--- config.mk ---
export PLATFORM = sky130hd
export DESIGN_NAME = fifo_wr_arbiter
export DESIGN_NICKNAME = d
export VERILOG_FILES = /design/src/rtl/fifo_wr_arbiter.sv
export SDC_FILE = /design/constraint.sdc
export NUM_CORES = 1
export LEC_CHECK = 0
export CELL_PAD_IN_SITES_DETAIL_PLACEMENT = 1
export CELL_PAD_IN_SITES_GLOBAL_PLACEMENT = 1
export CORE_MARGIN = 3
export CORE_UTILIZATION = 21
export CTS_CLUSTER_DIAMETER = 60
export DETAILED_ROUTE_END_ITERATION = 12
export PLACE_DENSITY = 0.83
export SETUP_SLACK_MARGIN = 0.02
export SLEW_MARGIN = 25
export SYNTH_ARGS = -nofsm -noshare
export SYNTH_HDL_FRONTEND = slang
export SYNTH_SLANG_ARGS = --single-unit
--- constraint.sdc ---
create_clock -name clk -period 3.55 [get_ports clk]
set_input_delay 0.71 -clock clk [delete_from_list [all_inputs] [get_ports clk]]
set_output_delay 0.71 -clock clk [all_outputs]
set_load 0.05 [all_outputs]
--- src/rtl/fifo_wr_arbiter.sv ---
// -----------------------------------------------------------------------------
// fifo_wr_arbiter
//   Round-robin arbiter sharing one synchronous FIFO write port among NREQ
//   producers. The grant is combinational: the granted word is written into
//   the FIFO on the same clock edge at which gnt is high. A burst quota lets
//   the current owner take up to BURST consecutive words before the
//   round-robin pointer moves on, so short packets stay contiguous.
//
// Ports
//   clk         clock, all state on the rising edge
//   rst         synchronous active-high reset
//   req         per-requester valid
//   req_data    packed words, requester i on [i*WIDTH +: WIDTH]
//   req_en      per-requester enable mask (req[i] ignored when 0)
//   gnt         one-hot or zero grant, word accepted this cycle
//   fifo_full   FIFO cannot accept a write this cycle
//   fifo_write  FIFO write strobe
//   fifo_data   FIFO write data (0 when idle)
//   owner       index of last granted requester (registered)
//   burst_cnt   consecutive grants issued to owner (registered)
// -----------------------------------------------------------------------------

// Per-requester slice: effective request and grant-gated data for the
// AND-OR output mux.
module fifo_wr_arbiter_lane #(
   parameter int WIDTH = 8
) (
   input  logic             req,
   input  logic             en,
   input  logic             gnt,
   input  logic [WIDTH-1:0] data,
   output logic             ereq,
   output logic [WIDTH-1:0] data_m
);

   assign ereq   = req & en;
   assign data_m = gnt ? data : '0;

endmodule

module fifo_wr_arbiter #(
   parameter int NREQ  = 4,
   parameter int WIDTH = 8,
   parameter int BURST = 2
) (
   input  logic                     clk,
   input  logic                     rst,
   input  logic [NREQ-1:0]          req,
   input  logic [NREQ*WIDTH-1:0]    req_data,
   input  logic [NREQ-1:0]          req_en,
   output logic [NREQ-1:0]          gnt,
   input  logic                     fifo_full,
   output logic                     fifo_write,
   output logic [WIDTH-1:0]         fifo_data,
   output logic [$clog2(NREQ)-1:0]  owner,
   output logic [$clog2(BURST):0]   burst_cnt
);

   localparam int OW = $clog2(NREQ);
   localparam int BW = $clog2(BURST) + 1;

   // Result of the grant selection.
   typedef struct packed {
      logic          vld;
      logic [OW-1:0] idx;
   } sel_t;

   logic [NREQ-1:0]            ereq;
   logic [NREQ-1:0][WIDTH-1:0] data_m;

   sel_t          rr_sel;    // round-robin search winner
   sel_t          gnt_sel;   // final selection after quota and stall
   logic          cont;      // owner keeps the port under its burst quota
   logic [OW:0]   srch_idx;

   // ---------------------------------------------------------------------------
   // Lanes
   // ---------------------------------------------------------------------------
   for (genvar i = 0; i < NREQ; i++) begin : g_lane
      fifo_wr_arbiter_lane #(.WIDTH(WIDTH)) u_lane (
         .req    (req[i]),
         .en     (req_en[i]),
         .gnt    (gnt[i]),
         .data   (req_data[i*WIDTH +: WIDTH]),
         .ereq   (ereq[i]),
         .data_m (data_m[i])
      );
   end

   // ---------------------------------------------------------------------------
   // Round-robin search: candidates owner+1 .. owner+NREQ (mod NREQ), so the
   // owner itself is the last candidate. Walking from the far end lets the
   // nearest hit overwrite earlier ones. owner+k never exceeds 2*NREQ-1, so a
   // single conditional subtract implements the wrap.
   // ---------------------------------------------------------------------------
   always_comb begin
      rr_sel   = '0;
      srch_idx = '0;
      for (int k = NREQ; k >= 1; k--) begin
         srch_idx = {1'b0, owner} + (OW+1)'(k);
         if (srch_idx >= (OW+1)'(NREQ))
            srch_idx = srch_idx - (OW+1)'(NREQ);
         if (ereq[srch_idx[OW-1:0]]) begin
            rr_sel.vld = 1'b1;
            rr_sel.idx = srch_idx[OW-1:0];
         end
      end
   end

   // Quota continuation needs a live burst (cnt>=1) with room left. With
   // BURST=1 this is never true, which gives plain round-robin.
   assign cont = ereq[owner] && (burst_cnt != '0) && (burst_cnt < BW'(BURST));

   always_comb begin
      gnt_sel = '0;
      if (!rst && !fifo_full && (ereq != '0)) begin
         gnt_sel.vld = 1'b1;
         gnt_sel.idx = cont ? owner : rr_sel.idx;
      end
   end

   always_comb begin
      gnt = '0;
      for (int i = 0; i < NREQ; i++)
         gnt[i] = gnt_sel.vld && (gnt_sel.idx == OW'(i));
   end

   assign fifo_write = |gnt;

   // AND-OR mux: at most one lane contributes non-zero data.
   always_comb begin
      fifo_data = '0;
      for (int i = 0; i < NREQ; i++)
         fifo_data = fifo_data | data_m[i];
   end

   // ---------------------------------------------------------------------------
   // Owner / burst state. A stall holds everything; an idle cycle clears the
   // burst but keeps owner so the rotation resumes where it left off.
   // ---------------------------------------------------------------------------
   always_ff @(posedge clk) begin
      if (rst) begin
         owner     <= OW'(NREQ-1);
         burst_cnt <= '0;
      end else if (!fifo_full) begin
         if (ereq == '0) begin
            burst_cnt <= '0;
         end else if (cont) begin
            burst_cnt <= burst_cnt + 1'b1;
         end else begin
            // Covers both a new owner and the lone owner restarting its quota.
            owner     <= rr_sel.idx;
            burst_cnt <= BW'(1);
         end
      end
   end

endmodule

==> flow_metrics.env, run 1 <==
export IMPL_rrSetupSlack_ns=1.28
export IMPL_syn_inst=87
export IMPL_placementRows=20
export IMPL_diodes=0
export IMPL_io_buffers=59
export IMPL_crit_start="req[0]"
export IMPL_start_util=0.227
export IMPL_fin_ws_ns=-0.0106
export IMPL_status="finished, violations left"
export IMPL_hold_ws_ns=0.591
export IMPL_drive_above_1_share=0.551
export IMPL_drtAntennaViolNets=0
export IMPL_ys_seq_area_frac=0.113
export IMPL_cp_cell_sequence="clkbuf_2 -> nand2_1 -> mux4_2 -> nor3_4 -> buf_6 -> mux2i_4 -> buf_12 -> buf_16 -> buf_8 -> mux2i_4 -> o22ai_2 -> buf_12"
export IMPL_worstPathRequired_ns=2.84
export IMPL_fmax_mhz=281
export IMPL_hold_class="reg2reg"
export IMPL_coreArea_um2=3130
export IMPL_crit_cells=12
export IMPL_drt_pass1_iter_count=4
export IMPL_cpPeakStageDelay_ns=0.50
export IMPL_clkTransAtPathRegs_ns=0.04
export IMPL_clock_latency_ns=0.23
export IMPL_grt_pass1_vias=1199
export IMPL_grt_pass1_wl_um=6800
export IMPL_worstMarginPinSlew_ns=0.520
export IMPL_path_buf_inv=6
export IMPL_failed_checks="setup timing"
export IMPL_ys_ff_latch=4
export IMPL_yosysTopAreaCellShare=0.239
export IMPL_period_share=1.00
export IMPL_syn_mean_instance_area_um2=8.17
export IMPL_r2r_cells=8
export IMPL_ir_drop_mv=0.159
export IMPL_hp_start="burst_cnt[0]$_SDFFE_PP0N_"
export IMPL_power_density_nw_per_um2=254
export IMPL_overflow=0
export IMPL_clock_tree_htree_level_count=1
export IMPL_p_leak_nw=0.769
export IMPL_post_synth_top_area_cell="mux2i_1"
export IMPL_whs_path_depth=2
export IMPL_drt_initial_drc_count=59
export IMPL_synth_top_cells_by_area="mux2i_1 (24%), dfxtp_1 (11%), o22ai_1 (7.0%)"
export IMPL_dieArea_um2=4120
export IMPL_cp_top_family="multiplexers"
export IMPL_period_needed_ns=3.56
export IMPL_cts_tree="built"
export IMPL_grt_max_degree=16
export IMPL_worst_setup_path_start_kind="primary input"
export IMPL_finalWirelength_um=5480
export IMPL_setup_viol=1
export IMPL_drv_slew=0
export IMPL_cap_violations=0
export IMPL_r2r_end="owner[1]$_SDFFE_PP1P_"
export IMPL_area_growth_pct=185
export IMPL_crit_slowest_cell="mux4_2"
export IMPL_r2r_start="owner[1]$_SDFFE_PP1P_"
export IMPL_drc_errors=0
export IMPL_yosysWarnings=0
export IMPL_die_x_um=64.2
export IMPL_post_place_ws_ns=-0.389
export IMPL_syn_cell_area_um2=711
export IMPL_cts_path_max_buffers=2
export IMPL_synth_cell_types=39
export IMPL_critical_path_class="in2out"
export IMPL_grt_antenna_before_repair=0
export IMPL_via_per_inst=5.31
export IMPL_skew_ns=0.000469
export IMPL_total_power_w=0.000514
export IMPL_num_vias=1168
export IMPL_place_area_um2=1580
export IMPL_hpwl_um=2980
export IMPL_final_nets=222
export IMPL_cts_sinks=4
export IMPL_grt_usage=0.215
export IMPL_design_area_um2=2020
export IMPL_avgRoutedWirePerCell_um=24.9
export IMPL_maxSlewHeadroom=0.652
export IMPL_hold_buffers=0
export IMPL_cts_root_buf="clkbuf_4"
export IMPL_crit_fanout=6
export IMPL_syn_num_nets=131
export IMPL_hold_violations=0
export IMPL_tns_ns=-0.0106
export IMPL_critPathCaptureType="primary output"
export IMPL_place_congestion=0.757
export IMPL_cts_buffers=3
export IMPL_io_pins=60
export IMPL_crit_arrival_ns=2.85
export IMPL_die_h_um=64.2
export IMPL_min_to="burst_cnt[0]$_SDFFE_PP0N_"
==> flip-flops by register name, summed over array words and instances (netlist names) <==
register / flops
owner: 2
burst_cnt: 2
==> how the worst max path moves through the flow <==
| stage | end | slack [ns] |
|---|---|---|
| finish | fifo_data[4] | -0.01 |
| floorplan | fifo_data[0] | -0.25 |
| detailed placement | fifo_data[3] | -0.39 |
| global route | fifo_data[4] | -0.13 |
| global placement | fifo_data[6] | -0.29 |
| CTS | fifo_data[3] | 0.02 |
==> logic make-up (layout without fill, tap and decap cells) <==
family / count (synthesis) / count (layout) / synth area share
buf+inv: 11 / 99 / 0.0933
simple gates: 27 / 28 / 0.229
compound gates: 26 / 26 / 0.276
flops: 4 / 4 / 0.113
fa+ha+maj: 1 / 1 / 0.0176
mux: 18 / 18 / 0.271
==> stage by stage <==
stage / cells / util
detailed placement: 202 / 0.506
CTS: 212 / 0.579
floorplan: 87 / -
finish: 220 / 0.646
global placement: 202 / 0.506
global route: 220 / 0.646
==> placed cells by master (no fill, tap or decap), types with 3 or more instances in the layout <==
cell	instances
inv_1	3
mux2i_4	13
buf_12	13
nand2_1	4
dfxtp_1	3
a21oi_1	4
nor2_1	5
buf_6	4
clkdlybuf4s50_1	38
buf_4	29
o22ai_2	6
mux2i_2	3
nand2_2	3
buf_2	3
clkbuf_4	3
==> cell usage after synthesis, drive strengths merged <==
cell type	count
nor2b	2
or3	1
mux4	1
a21oi	4
and4	1
a21boi	1
o31a	1
inv	3
o22ai	8
nor4	1
dfxtp	4
nand3	2
nor2	6
o2bb2ai	1
a32oi	1
o221ai	1
a31oi	2
and2	1
mux2i	17
a211o	1
a31o	1
a22oi	1
clkbuf	1
o31ai	1
buf	7
nand2	7
o21ai	1
nor4bb	1
nand2b	1
nor3	1
o221a	1
a221oi	1
or2	1
nor3b	1
or3b	1
ha	1
==> where the power goes <==
part           switching [W]  total [W]  internal, W
logic               0.000185   0.000401     0.000217
registers          0.0000101  0.0000589    0.0000488
clock network      0.0000165  0.0000542    0.0000377
total               0.000211   0.000514     0.000303
==> repair_timing <==
item	in CTS	in global routing
endpoints found under the setup margin	12	12
gates cloned	3	1
resized for setup	51	37
buffers inserted	4	8
pin swaps	6	10
==> tightest hold or removal path, cell delays in order (launching register included) <==
cell and delay (ns):
dfxtp_1 0.34, a21oi_1 0.15, nor2_1 0.05
==> area by class of cell <==
class	instances	area (um^2)
clock buffer	3	22.5
fill	324	1110
inverter	3	11.3
multi-input combinational	73	841
sequential	4	81.3
tap	44	55.1
timing repair buffer	93	1010
==> per-layer routing <==
metal | global-route usage | up-vias | part of all wire | wire length [um]
met1 | 0.234 | 589 | 0.37 | 2000
met3 | 0.0316 | 14 | 0.030 | 162
met5 | 0 | - | 0 | 0
met2 | 0.403 | 40 | 0.56 | 3080
li1 | - | 525 | - | -
met4 | 0.103 | 0 | 0.042 | 232
Power figures use the tool's default switching activity.
==> run 2, diff against run 1 <==
- ABC_CLOCK_PERIOD_IN_PS: unset -> 3550
==> results of run 2 <==
Same layout as run 1: the final DEF is identical, and so are final timing and power.
==> run 3, diff against run 2 <==
- CTS_CLUSTER_SIZE: unset -> 24
==> results of run 3 <==
Same layout as run 1: the final DEF is identical, and so are final timing and power.
